### config.mk
export PLATFORM = sky130hd
export DESIGN_NAME = box_renderer
export DESIGN_NICKNAME = d
export VERILOG_FILES = /design/src/rtl/vga_pkg.sv /design/src/rtl/btn_debounce.sv /design/src/rtl/box_renderer.sv
export SDC_FILE = /design/constraint.sdc
export NUM_CORES = 1
export LEC_CHECK = 0
export CAP_MARGIN = 20
export CELL_PAD_IN_SITES_DETAIL_PLACEMENT = 0
export CELL_PAD_IN_SITES_GLOBAL_PLACEMENT = 2
export CORE_MARGIN = 4
export CORE_UTILIZATION = 40
export CTS_BUF_LIST = sky130_fd_sc_hd__clkbuf_2 sky130_fd_sc_hd__clkbuf_4 sky130_fd_sc_hd__clkbuf_8
export CTS_CLUSTER_SIZE = 25
export DETAILED_ROUTE_END_ITERATION = 10
export GPL_TIMING_DRIVEN = 0
export PLACE_DENSITY_LB_ADDON = 0.1
export SLEW_MARGIN = 40
export SYNTH_ARGS = -nofsm -noshare
export SYNTH_HDL_FRONTEND = slang
export SYNTH_SLANG_ARGS = --single-unit
### constraint.sdc
create_clock -name clk -period 7.87 [get_ports clk]
set_input_delay 1.9675 -clock clk [delete_from_list [all_inputs] [get_ports clk]]
set_output_delay 1.9675 -clock clk [all_outputs]
set_load 0.05 [all_outputs]
### src/rtl/vga_pkg.sv
// Shared VGA constants, pixel colour type and the box bounce step helper.
package vga_pkg;

    localparam int unsigned H_ACTIVE = 640;
    localparam int unsigned V_ACTIVE = 480;

    localparam logic [9:0] BOX_X0 = 10'd304;
    localparam logic [9:0] BOX_Y0 = 10'd224;

    typedef struct packed {
        logic [1:0] r;
        logic [1:0] g;
        logic [1:0] b;
    } rgb_t;

    localparam rgb_t RGB_BLACK = '0;
    localparam rgb_t RGB_BG    = rgb_t'(6'b010101);

    // Indexed by speed-1: element 0 is speed 1.
    localparam rgb_t [3:0] SPEED_PALETTE = {
        rgb_t'(6'b111111),
        rgb_t'(6'b000011),
        rgb_t'(6'b001100),
        rgb_t'(6'b110000)
    };

    // Returns {new_dir, new_pos}; clamps at the limit/zero and reverses there.
    function automatic logic [10:0] step_axis(input logic [9:0] pos,
                                              input logic       dir,
                                              input logic [2:0] speed,
                                              input logic [9:0] lim);
        logic [10:0] sum;
        sum = {1'b0, pos} + {8'b0, speed};
        if (dir) begin
            if (sum >= {1'b0, lim}) return {1'b0, lim};
            else                    return {1'b1, sum[9:0]};
        end else begin
            if (pos <= {7'b0, speed}) return {1'b1, 10'd0};
            else                      return {1'b0, pos - {7'b0, speed}};
        end
    endfunction

endpackage

### src/rtl/btn_debounce.sv
// Two-flop synchroniser plus stability counter; emits a one-cycle pulse on a debounced press.
module btn_debounce #(
    parameter int unsigned DEBOUNCE_W = 16
) (
    input  logic clk,
    input  logic rst_n,
    input  logic btn_n_i,
    output logic press_o
);

    localparam logic [DEBOUNCE_W-1:0] CNT_LAST =
        DEBOUNCE_W'((64'd1 << DEBOUNCE_W) - 64'd2);

    logic                  sync1_q, sync2_q;
    logic                  level_q, level_d;
    logic                  press_q, press_d;
    logic [DEBOUNCE_W-1:0] cnt_q, cnt_d;
    logic                  differ, settle;

    // settle marks the last of 2^W-1 consecutive differing cycles.
    always_comb begin
        differ  = (sync2_q != level_q);
        settle  = differ && (cnt_q == CNT_LAST);
        cnt_d   = '0;
        level_d = level_q;
        press_d = 1'b0;
        if (differ && !settle) begin
            cnt_d = cnt_q + 1'b1;
        end
        if (settle) begin
            level_d = sync2_q;
            press_d = ~sync2_q;
        end
    end

    always_ff @(posedge clk) begin
        if (!rst_n) begin
            sync1_q <= 1'b1;
            sync2_q <= 1'b1;
            level_q <= 1'b1;
            cnt_q   <= '0;
            press_q <= 1'b0;
        end else begin
            sync1_q <= btn_n_i;
            sync2_q <= sync1_q;
            level_q <= level_d;
            cnt_q   <= cnt_d;
            press_q <= press_d;
        end
    end

    assign press_o = press_q;

endmodule

### src/rtl/box_renderer.sv
// Bouncing box over a checkerboard; button cycles box speed/colour, output registered one cycle.
module box_renderer
    import vga_pkg::*;
#(
    parameter int unsigned DEBOUNCE_W = 16,
    parameter int unsigned BOX_SIZE   = 32
) (
    input  logic       clk,
    input  logic       rst_n,
    input  logic [9:0] x,
    input  logic [9:0] y,
    input  logic       hs_i,
    input  logic       vs_i,
    input  logic       btn_n,
    output logic [1:0] r,
    output logic [1:0] g,
    output logic [1:0] b,
    output logic       hs_o,
    output logic       vs_o
);

    localparam logic [9:0]  X_LIM  = 10'(H_ACTIVE - BOX_SIZE);
    localparam logic [9:0]  Y_LIM  = 10'(V_ACTIVE - BOX_SIZE);
    localparam logic [10:0] BOX_M1 = 11'(BOX_SIZE - 1);

    logic [9:0] bx_q, bx_d, by_q, by_d;
    logic       dir_x_q, dir_x_d, dir_y_q, dir_y_d;
    logic [2:0] speed_q, speed_d;
    rgb_t       rgb_q, rgb_d;
    logic       hs_q, vs_q;
    logic       press, tick, active, hit;

    btn_debounce #(.DEBOUNCE_W(DEBOUNCE_W)) u_deb (
        .clk    (clk),
        .rst_n  (rst_n),
        .btn_n_i(btn_n),
        .press_o(press)
    );

    assign tick = (x == 10'(H_ACTIVE - 1)) && (y == 10'(V_ACTIVE - 1));

    // Position steps with speed_q, so a coincident press only affects later ticks.
    always_comb begin
        bx_d    = bx_q;
        by_d    = by_q;
        dir_x_d = dir_x_q;
        dir_y_d = dir_y_q;
        speed_d = speed_q;
        if (tick) begin
            {dir_x_d, bx_d} = step_axis(bx_q, dir_x_q, speed_q, X_LIM);
            {dir_y_d, by_d} = step_axis(by_q, dir_y_q, speed_q, Y_LIM);
        end
        if (press) begin
            speed_d = (speed_q == 3'd4) ? 3'd1 : speed_q + 3'd1;
        end
    end

    always_comb begin
        active = (x < 10'(H_ACTIVE)) && (y < 10'(V_ACTIVE));
        hit    = ({1'b0, x} >= {1'b0, bx_q}) && ({1'b0, x} <= {1'b0, bx_q} + BOX_M1) &&
                 ({1'b0, y} >= {1'b0, by_q}) && ({1'b0, y} <= {1'b0, by_q} + BOX_M1);
        rgb_d  = RGB_BLACK;
        if (active) begin
            if (hit)              rgb_d = SPEED_PALETTE[2'(speed_q - 3'd1)];
            else if (x[4] ^ y[4]) rgb_d = RGB_BLACK;
            else                  rgb_d = RGB_BG;
        end
    end

    always_ff @(posedge clk) begin
        if (!rst_n) begin
            bx_q    <= BOX_X0;
            by_q    <= BOX_Y0;
            dir_x_q <= 1'b1;
            dir_y_q <= 1'b1;
            speed_q <= 3'd1;
            rgb_q   <= '0;
            hs_q    <= 1'b0;
            vs_q    <= 1'b0;
        end else begin
            bx_q    <= bx_d;
            by_q    <= by_d;
            dir_x_q <= dir_x_d;
            dir_y_q <= dir_y_d;
            speed_q <= speed_d;
            rgb_q   <= rgb_d;
            hs_q    <= hs_i;
            vs_q    <= vs_i;
        end
    end

    assign r    = rgb_q.r;
    assign g    = rgb_q.g;
    assign b    = rgb_q.b;
    assign hs_o = hs_q;
    assign vs_o = vs_q;

endmodule

==> impl_results.md <==
* Fraction of final layout cells sized beyond drive strength 1 at 6.31%
* WHS Path Cells at 1
* Worst setup EP type: flip-flop
* Kind of start point of the critical path: input pin
* Number of warnings issued by yosys at 0
* Max-cap check violation count at 0
* TritonCTS clock tree: done
* Count of instances resized after the clock tree is built at 0
* Fraction of synthesized cell area taken by the top area cell type at 22.7%
* Chip Height at 116 um
* Source of the critical timing path: y[5]
* FF-to-FF End: b[0]
* PnR Total Power at 520 uW
* Number of enable-type register cells in the synthesized netlist at 0
* Worst Skew at 0.00996 ns
* Clock transition at the register clock pins on the worst setup and hold paths after CTS at 0.11 ns
* Setup repair after global routing missed its margin: no
* Initial detailed-routing violation count at 289
* Final net count at 720
* Detailed Route WL at 13800 um
* Number of iterations in the first detailed-routing pass at 5
* Upper clock frequency limit at 225 MHz
* Estimated wirelength of the detail-placed design at 10800 um
* Top FF cell, synth: sky130_fd_sc_hd__dfxtp_1
* Std-Cell Core Area at 11400 um2
* Max FO, Critical Path at 10
* Mapped Nets at 679
* Via/cell ratio at 5.76
* Syn Area/Cell at 7.90 um2
* TNS Setup at 0 ns
* Layout fillers at 1187
* Clk sink count at 53
* Final cell count without fillers at 777
* Antenna violations before repair at 0
* Clock period minus final worst setup slack at 4.44 ns
* P&R area growth vs syn at 13.1%
* Inserted Clock Buffers at 5
* CTS Hold Buffers Added at 0
* Pin count of the biggest net entering global routing at 19
* Pwr dens at 98.2 nW/um2
* Effective utilization at floorplan at 41.0%
* Post-synthesis register bit count at 53
* Synthesized instance count at 592
* Result of the run: finished, final reports clean
* Number of nets still failing antenna checks after routing at 0
* Floorplan die area at 13500 um2
* Leading post-synthesis cells by cell area: sky130_fd_sc_hd__dfxtp_1 23%, sky130_fd_sc_hd__ha_1 16%, sky130_fd_sc_hd__xnor2_1 4.9%, sky130_fd_sc_hd__a21oi_1 4.7%, sky130_fd_sc_hd__nor2_1 3.9%
* Logic depth of the worst register-to-register path at 13
* Post-synthesis cell type count at 66
* Slew headroom at 45.2%
* Share of the clock period used by the worst path at 56.4%
* Actual transition at the worst max-transition pin at 0.819 ns
* DRC Markers at 0
* Clock insertion delay at the later pin of the skew report at 0.33 ns
* Horizontal extent of the die at 116 um
* Number of hold violations in the final report at 0
* Depth of the CTS H-tree at 2
* Proportion of synthesized chip area in sequential cells at 22.7%
* GRT Total Usage at 21.5%
* Clock tree buffer depth at 2
* Commonest non-fill, non-tap cell in the layout: sky130_fd_sc_hd__ha_1
* Last weighted congestion value of the routability-driven placer at 0.884
* Critical path start-end classification: in2reg
* Final count of negative-setup-slack endpoints at 0
* Design Area, Final at 5290 um2
* Port bufs at 32
* Hold path startpoint: u_deb.sync1_q
* First-pass GRT wire length at 22700 um
* Total global routing overflow at 0
* Count of pins on the block boundary at 33
* Via count of the first global-routing pass at 4375
* Post-placement cell area at 5200 um2
* DR WL/cell at 17.7 um
* Worst min-delay path class: reg2reg
* Maximum VDD drop at 74.9 uV
* Hold endpoint: u_deb.sync2_q
* Leak Pwr at 0.00208 uW
* Antenna diode count at 0
* Clock Tree Root: sky130_fd_sc_hd__clkbuf_8
* CP arrival at 4.64 ns
* Required time at the endpoint of the critical path at 8.07 ns
* Number of placement rows at 39
* Final slew viol count at 0
* Total vias in the final route at 4472
* Reg2reg start: bx_q[1]
* Syn Std Cell Area at 4680 um2
* Post-synthesis async set-or-reset flop share at 0%
* Final-layout worst hold slack at 0.429 ns
* Largest area contributor in the netlist: sky130_fd_sc_hd__dfxtp_1
* Placed instance count at 769
* Worst-case register-to-register setup slack at 4.37 ns
* Postcts setup bufs at 0
* Leading cell types in the layout, fill and taps excluded: 58 x sky130_fd_sc_hd__ha_1, 53 x sky130_fd_sc_hd__dfxtp_1, 49 x sky130_fd_sc_hd__nor2_1
==> cell type report <==
class	instances	area, um2	share of cell area, %
inverter	38	143	2.70
multi-input combinational	475	3350	63.3
tap	143	179	3.38
clock buffer	5	68.8	1.30
timing repair buffer	34	333	6.29
buffer	26	133	2.51
clock inverter	3	25.0	0.473
sequential	53	1060	20.1
==> power breakdown <==
| part | switching [uW] | internal (uW) | total [uW] |
|---|---|---|---|
| clock network | 108 | 64.6 | 173 |
| logic | 41.8 | 32.0 | 73.8 |
| registers | 1.45 | 271 | 273 |
==> per-stage QoR <==
stage               util (%)  worst slack (ns)
floorplan                  -              4.23
global placement        45.4              2.65
detailed placement      45.5              3.04
CTS                     46.3              3.41
global route            46.3              3.25
finish                  46.3              3.43
==> layer usage <==
| metal | vias up | share of wire [%] | track usage (%) |
|---|---|---|---|
| met3 | 9 | 4.3 | 3.32 |
| met1 | 2131 | 47 | 28.4 |
| li1 | 2234 | - | - |
| met5 | - | 0 | 0 |
| met2 | 98 | 48 | 37.1 |
| met4 | 0 | 0.83 | 4.64 |
==> flip-flops by register name, indices dropped and copies added (netlist names) <==
register and cells:
hs_o 1, u_deb.level_q 1, vs_o 1, by_q 10, u_deb.sync2_q 1, u_deb.press_o 1
b 2, u_deb.cnt_q 16, g 2, dir_y_q 1, bx_q 10, r 2
dir_x_q 1, speed_q 3, u_deb.sync1_q 1
==> worst max-delay path, cell delays in order <==
cell,delay [ns]
sky130_fd_sc_hd__clkdlybuf4s50_1,0.53
sky130_fd_sc_hd__and4b_1,0.29
sky130_fd_sc_hd__nand4_1,0.19
sky130_fd_sc_hd__nor4_2,0.69
sky130_fd_sc_hd__clkbuf_1,0.61
sky130_fd_sc_hd__o2111ai_1,0.19
sky130_fd_sc_hd__o21ai_0,0.11
sky130_fd_sc_hd__a211oi_1,0.07
==> logic make-up after synthesis <==
kind of cell / Yosys count / share of synthesized area (%)
and+or+nand+nor: 211 / 23.4
adders and majority gates: 62 / 17.2
buffers and inverters: 64 / 5.88
xor gates and xnor gates: 41 / 7.67
AOI/OAI and AO/OA: 156 / 22.1
DFF: 53 / 22.7
muxes: 5 / 1.07
==> Yosys cell counts (3+ instances only) <==
| master | n |
|---|---|
| sky130_fd_sc_hd__ha_1 | 58 |
| sky130_fd_sc_hd__dfxtp_1 | 53 |
| sky130_fd_sc_hd__nor2_1 | 49 |
| sky130_fd_sc_hd__a21oi_1 | 44 |
| sky130_fd_sc_hd__nand2_1 | 36 |
| sky130_fd_sc_hd__inv_1 | 35 |
| sky130_fd_sc_hd__o21ai_0 | 34 |
| sky130_fd_sc_hd__nand3_1 | 27 |
| sky130_fd_sc_hd__xnor2_1 | 26 |
| sky130_fd_sc_hd__nor3_1 | 18 |
| sky130_fd_sc_hd__nand4_1 | 17 |
| sky130_fd_sc_hd__xor2_1 | 15 |
| sky130_fd_sc_hd__and3_1 | 14 |
| sky130_fd_sc_hd__clkbuf_1 | 12 |
| sky130_fd_sc_hd__buf_2 | 9 |
| sky130_fd_sc_hd__o21a_1 | 9 |
| sky130_fd_sc_hd__and2_1 | 8 |
| sky130_fd_sc_hd__nand2b_1 | 8 |
| sky130_fd_sc_hd__nor2b_1 | 8 |
| sky130_fd_sc_hd__a211oi_1 | 6 |
| sky130_fd_sc_hd__o2111ai_1 | 6 |
| sky130_fd_sc_hd__o211ai_1 | 6 |
| sky130_fd_sc_hd__a2111oi_0 | 5 |
| sky130_fd_sc_hd__a21o_1 | 5 |
| sky130_fd_sc_hd__mux2i_1 | 5 |
| sky130_fd_sc_hd__a221oi_1 | 4 |
| sky130_fd_sc_hd__a41oi_1 | 4 |
| sky130_fd_sc_hd__fa_1 | 4 |
| sky130_fd_sc_hd__nor4_1 | 4 |
| sky130_fd_sc_hd__a211o_1 | 3 |
| sky130_fd_sc_hd__a22o_1 | 3 |
| sky130_fd_sc_hd__a31oi_1 | 3 |
| sky130_fd_sc_hd__clkinv_1 | 3 |
| sky130_fd_sc_hd__nor4_2 | 3 |
| sky130_fd_sc_hd__or2_1 | 3 |
| sky130_fd_sc_hd__or3_1 | 3 |
==> worst max path at each step <==
stage          endpoint  slack, ns  cells after the start
2_1_floorplan      b[0]       4.23                      9
3_3_place_gp    by_q[8]       2.65                      6
3_5_place_dp    by_q[3]       3.04                      8
4_1_cts         by_q[3]       3.41                      8
5_1_grt         by_q[3]       3.25                      8
6_report        by_q[3]       3.43                      8
(Power assumes the default switching activity.)
==> patch 1, RTL diff (same settings) <==
`DEBOUNCE_W` is set to 16 in 2 places; all go to 15.
--- a/src/rtl/btn_debounce.sv
+++ b/src/rtl/btn_debounce.sv
@@ -2,3 +2,3 @@
 module btn_debounce #(
-    parameter int unsigned DEBOUNCE_W = 16
+    parameter int unsigned DEBOUNCE_W = 15
 ) (
--- a/src/rtl/box_renderer.sv
+++ b/src/rtl/box_renderer.sv
@@ -4,3 +4,3 @@
 #(
-    parameter int unsigned DEBOUNCE_W = 16,
+    parameter int unsigned DEBOUNCE_W = 15,
     parameter int unsigned BOX_SIZE   = 32
Function: same outputs for any inputs over 10 cycles, from zero or initial values and one cycle with rst_n low; that may be too few to reach the edited logic, so the function may still have changed.
==> patch 1 against the original RTL <==
Count of clock-buffer cells in the layout unchanged. Design area shrank 2.7%. Power increased by 2.8%. Maximum frequency grew 0.79%. Hold slack got worse by 0.0093 ns. First-iteration DRC count fell by 15%. Sequential cell count fell by 1. Worst setup slack better by 0.035 ns. Synthesized area decreased by 3.1%. Sequential power is 2% lower. Register-to-register slack improved by 0.11 ns. Routed wire length shrank 5.8%. Critical path type unchanged. Largest cell class unchanged. Highest routed layer unchanged.
==> patch 1: results (changes against the original RTL) <==
Worst EP arrival=4.65 ns (was 4.64 ns); gr usage total=20.5% (was 21.5%); pre-CTS setup slack=3.11 ns (was 3.04 ns); run status=complete, no violations (unchanged); share of cells above drive strength 1=5.00% (was 6.31%); Post-Synth XOR/XNOR Area=7.92% (was 7.67%); average routed wire per standard cell=17.1 microns (was 17.7 microns); DR vias=4355 (was 4472); placed inst area=5050 sq um (was 5200 sq um); adder-cell share of the synthesized area=17.8% (was 17.2%); slowest stage cell, crit path=or4_1 (was nor4_2); Flop pwr share=50.0% (was 52.5%); M3 GR Usage=2.70% (was 3.32%); actual slew at the worst max-slew pin=0.797 ns (was 0.819 ns); Worst path max stage delay=0.55 ns (was 0.69 ns); GPL Wtd Cong=0.817 (was 0.884); sw power=0.000160 W (was 0.000152 W); Seq group=0.000267 W (was 0.000273 W); biggest regs=u_deb.cnt_q x15, bx_q x10, by_q x10 (was u_deb.cnt_q x16, bx_q x10, by_q x10); post-synthesis compound-gate area fraction=21.8% (was 22.1%); Yosys cell types=63 (was 66); skew final=0.0227 ns (was 0.00996 ns); length of routed met3 wiring=477 microns (was 596 microns); Placed Cells=752 (was 769); grt met2 use=36.1% (was 37.1%); synth cell count leaders=ha_1, dfxtp_1, nand2_1, nor2_1, o21ai_0 (was ha_1, dfxtp_1, nor2_1, a21oi_1, nand2_1); Largest delay share family, worst path=buffers and inverters (was simple AND/OR/NAND/NOR gates); Logic power comb=0.0000935 W (was 0.0000738 W); Max VDD drop=0.0669 mV (was 0.0749 mV); met2 wire length=6450 microns (was 6640 microns); routed metal-1 wirelength=5870 microns (was 6440 microns); sequential share of the synthesized area=23.0% (was 22.7%); met1 Use GR=26.0% (was 28.4%); fin nets=706 (was 720); Filler Cell Count=1107 (was 1187); DRT iter0 DRCs=245 (was 289); Port Buf Inserts=31 (was 32)
-- patch 1: changes by cell type in the layout (fill, tap and decap cells not counted), moves of 4 or more --
cell | unedited run | this run
a21oi_1 | 44 | 31
nand2_1 | 36 | 48
a21o_1 | 5 | 12
clkbuf_1 | 12 | 18
a31oi_1 | 3 | 8
and3_1 | 14 | 9
o21a_1 | 9 | 5
o21ai_0 | 34 | 38
-- patch 1: cell type report --
class                      instances  share of cell area, %
clock buffer                       5                   1.34
inverter                          37                   2.70
clock inverter                     3                  0.535
timing repair buffer              33                   6.22
multi-input combinational        466                   63.7
sequential                        52                   20.2
tap                              140                   3.40
buffer                            24                   1.90
-- patch 1: worst paths after layout --
| kind | slack, ns | cells after the start | endpoint | start |
|---|---|---|---|---|
| setup / recovery | 3.46 | 9 | by_q[7] | y[5] |
| hold / removal | 0.42 | 1 | u_deb.sync2_q | u_deb.sync1_q |
| setup reg to reg | 4.48 | 13 | b[0] | by_q[0] |
| hold reg to reg | 0.42 | 1 | u_deb.sync2_q | u_deb.sync1_q |
==> patch 2, RTL diff (same flow settings) <==
Made on the original files. Reset style: asynchronous (`rst_n`), changed in 2 clocked blocks.
--- a/src/rtl/btn_debounce.sv
+++ b/src/rtl/btn_debounce.sv
@@ -35,3 +35,3 @@
 
-    always_ff @(posedge clk) begin
+    always_ff @(posedge clk or negedge rst_n) begin
         if (!rst_n) begin
--- a/src/rtl/box_renderer.sv
+++ b/src/rtl/box_renderer.sv
@@ -69,3 +69,3 @@
 
-    always_ff @(posedge clk) begin
+    always_ff @(posedge clk or negedge rst_n) begin
         if (!rst_n) begin
Behaviour: differs if rst_n is asserted again (counterexample within 4 cycles, from zero or initial values and one cycle with rst_n low); with rst_n held inactive, the same outputs for 10 cycles.
==> patch 2 against the original RTL <==
Combinational power shrank 6.8%. Maximum frequency decreased by 0.61%. Routed wire length is 3.2% lower. Sequential cell count unchanged. Worst setup slack worse by 0.027 ns. Critical path type unchanged. Synthesized area rose by 2.6%. Power up 2.4%. Design area is 2.3% higher.
==> patch 2: results (changes against the original RTL) <==
top post-synthesis cells by area=dfrtp_1, ha_1, dfstp_2 (was dfxtp_1, ha_1, xnor2_1); RR Startpoint=bx_q[1] (unchanged); vias in the first global route=4265 (was 4375); slew margin rel.=43.6% (was 45.2%); Post-Synth XOR/XNOR Area=7.66% (was 7.67%); biggest regs=u_deb.cnt_q x16, bx_q x10, by_q x10 (unchanged); post-DP HPWL=10500 microns (was 10800 microns); antenna diode count=0 (unchanged); placed inst area=5320 sq um (was 5200 sq um); Leak=2.20 nW (was 2.08 nW); Worst path max stage delay=0.56 ns (was 0.69 ns); gr usage total=19.6% (was 21.5%); post-synthesis compound-gate area fraction=19.7% (was 22.1%); multiplexer share of the synthesized area=1.38% (was 1.07%); Finished Layout Cells=741 (was 777); Worst EP arrival=4.69 ns (was 4.64 ns); pre-CTS setup slack=3.04 ns (about the same); worst setup path startpoint=x[8] (was y[5]); fin nets=684 (was 720); Root Buffer=clkbuf_8 (unchanged); sequential share of the synthesized area=27.9% (was 22.7%); asr flop ratio synth=100% (was 0%); Min Clock Period, post-route=4.47 ns (was 4.44 ns); R2R setup slack=3.94 ns (was 4.37 ns); Worst Reg-to-Reg Cells=13 (unchanged); Mapped Cells=557 (was 592); hold endpoint=u_deb.sync2_q (unchanged); adder-cell share of the synthesized area=16.8% (was 17.2%); FF-to-FF End=b[0] (unchanged); worst hold margin=0.366 ns (was 0.429 ns); CTS buffer count=5 (unchanged); worst hold start=u_deb.sync1_q (unchanged); worst setup path end=by_q[2] (was by_q[3]); DRT iter0 DRCs=211 (was 289); largest net degree at the start of global routing=41 (was 19); Initial Utilization=41.5% (was 41.0%); global-route wire length before repair=22200 microns (was 22700 microns); skew final=0.0138 ns (was 0.00996 ns); GPL Wtd Cong=0.911 (was 0.884); share of cells above drive strength 1=7.53% (was 6.31%); run status=complete, no violations (unchanged); synth cell count leaders=ha_1, nor2_1, dfrtp_1, inv_1, nand2_1 (was ha_1, dfxtp_1, nor2_1, a21oi_1, nand2_1); Vias/cell=5.74 (was 5.76); Yosys cell types=68 (was 66); Min-Delay Path Depth=0 (was 1); sw power=0.000158 W (was 0.000152 W); syn nets=644 (was 679); Placed Cells=733 (was 769); Max VDD drop=0.0741 mV (was 0.0749 mV); average routed wire per standard cell=18.0 microns (was 17.7 microns); Filler Cell Count=1146 (was 1187)
## patch 2: power groups by stage
stage	registers, W	clock network [W]	logic [W]
6_report	0.000279	0.000184	0.0000688
5_1_grt	0.000280	0.000204	0.0000765
4_1_cts	0.000279	0.000195	0.0000698
3_5_place_dp	0.000284	0	0.0000693
3_3_place_gp	0.000284	0	0.0000672
2_1_floorplan	0.000291	0	0.0000265
## patch 2: layout make-up
type | count | area [sq um] | share of cell area [%]
sequential | 53 | 1340 | 24.8
buffer | 26 | 113 | 2.08
clock buffer | 5 | 68.8 | 1.27
tap | 143 | 179 | 3.30
clock inverter | 3 | 28.8 | 0.531
multi-input combinational | 444 | 3220 | 59.5
inverter | 34 | 128 | 2.36
timing repair buffer | 33 | 338 | 6.24
## patch 2: per-layer routing
metal | up-vias | GRT usage (%) | wire length [microns]
li1 | 2107 | - | -
met1 | 2027 | 28.0 | 6590
met2 | 112 | 30.9 | 6000
met3 | 11 | 3.03 | 578
met4 | 0 | 4.84 | 170
met5 | - | 0 | 0
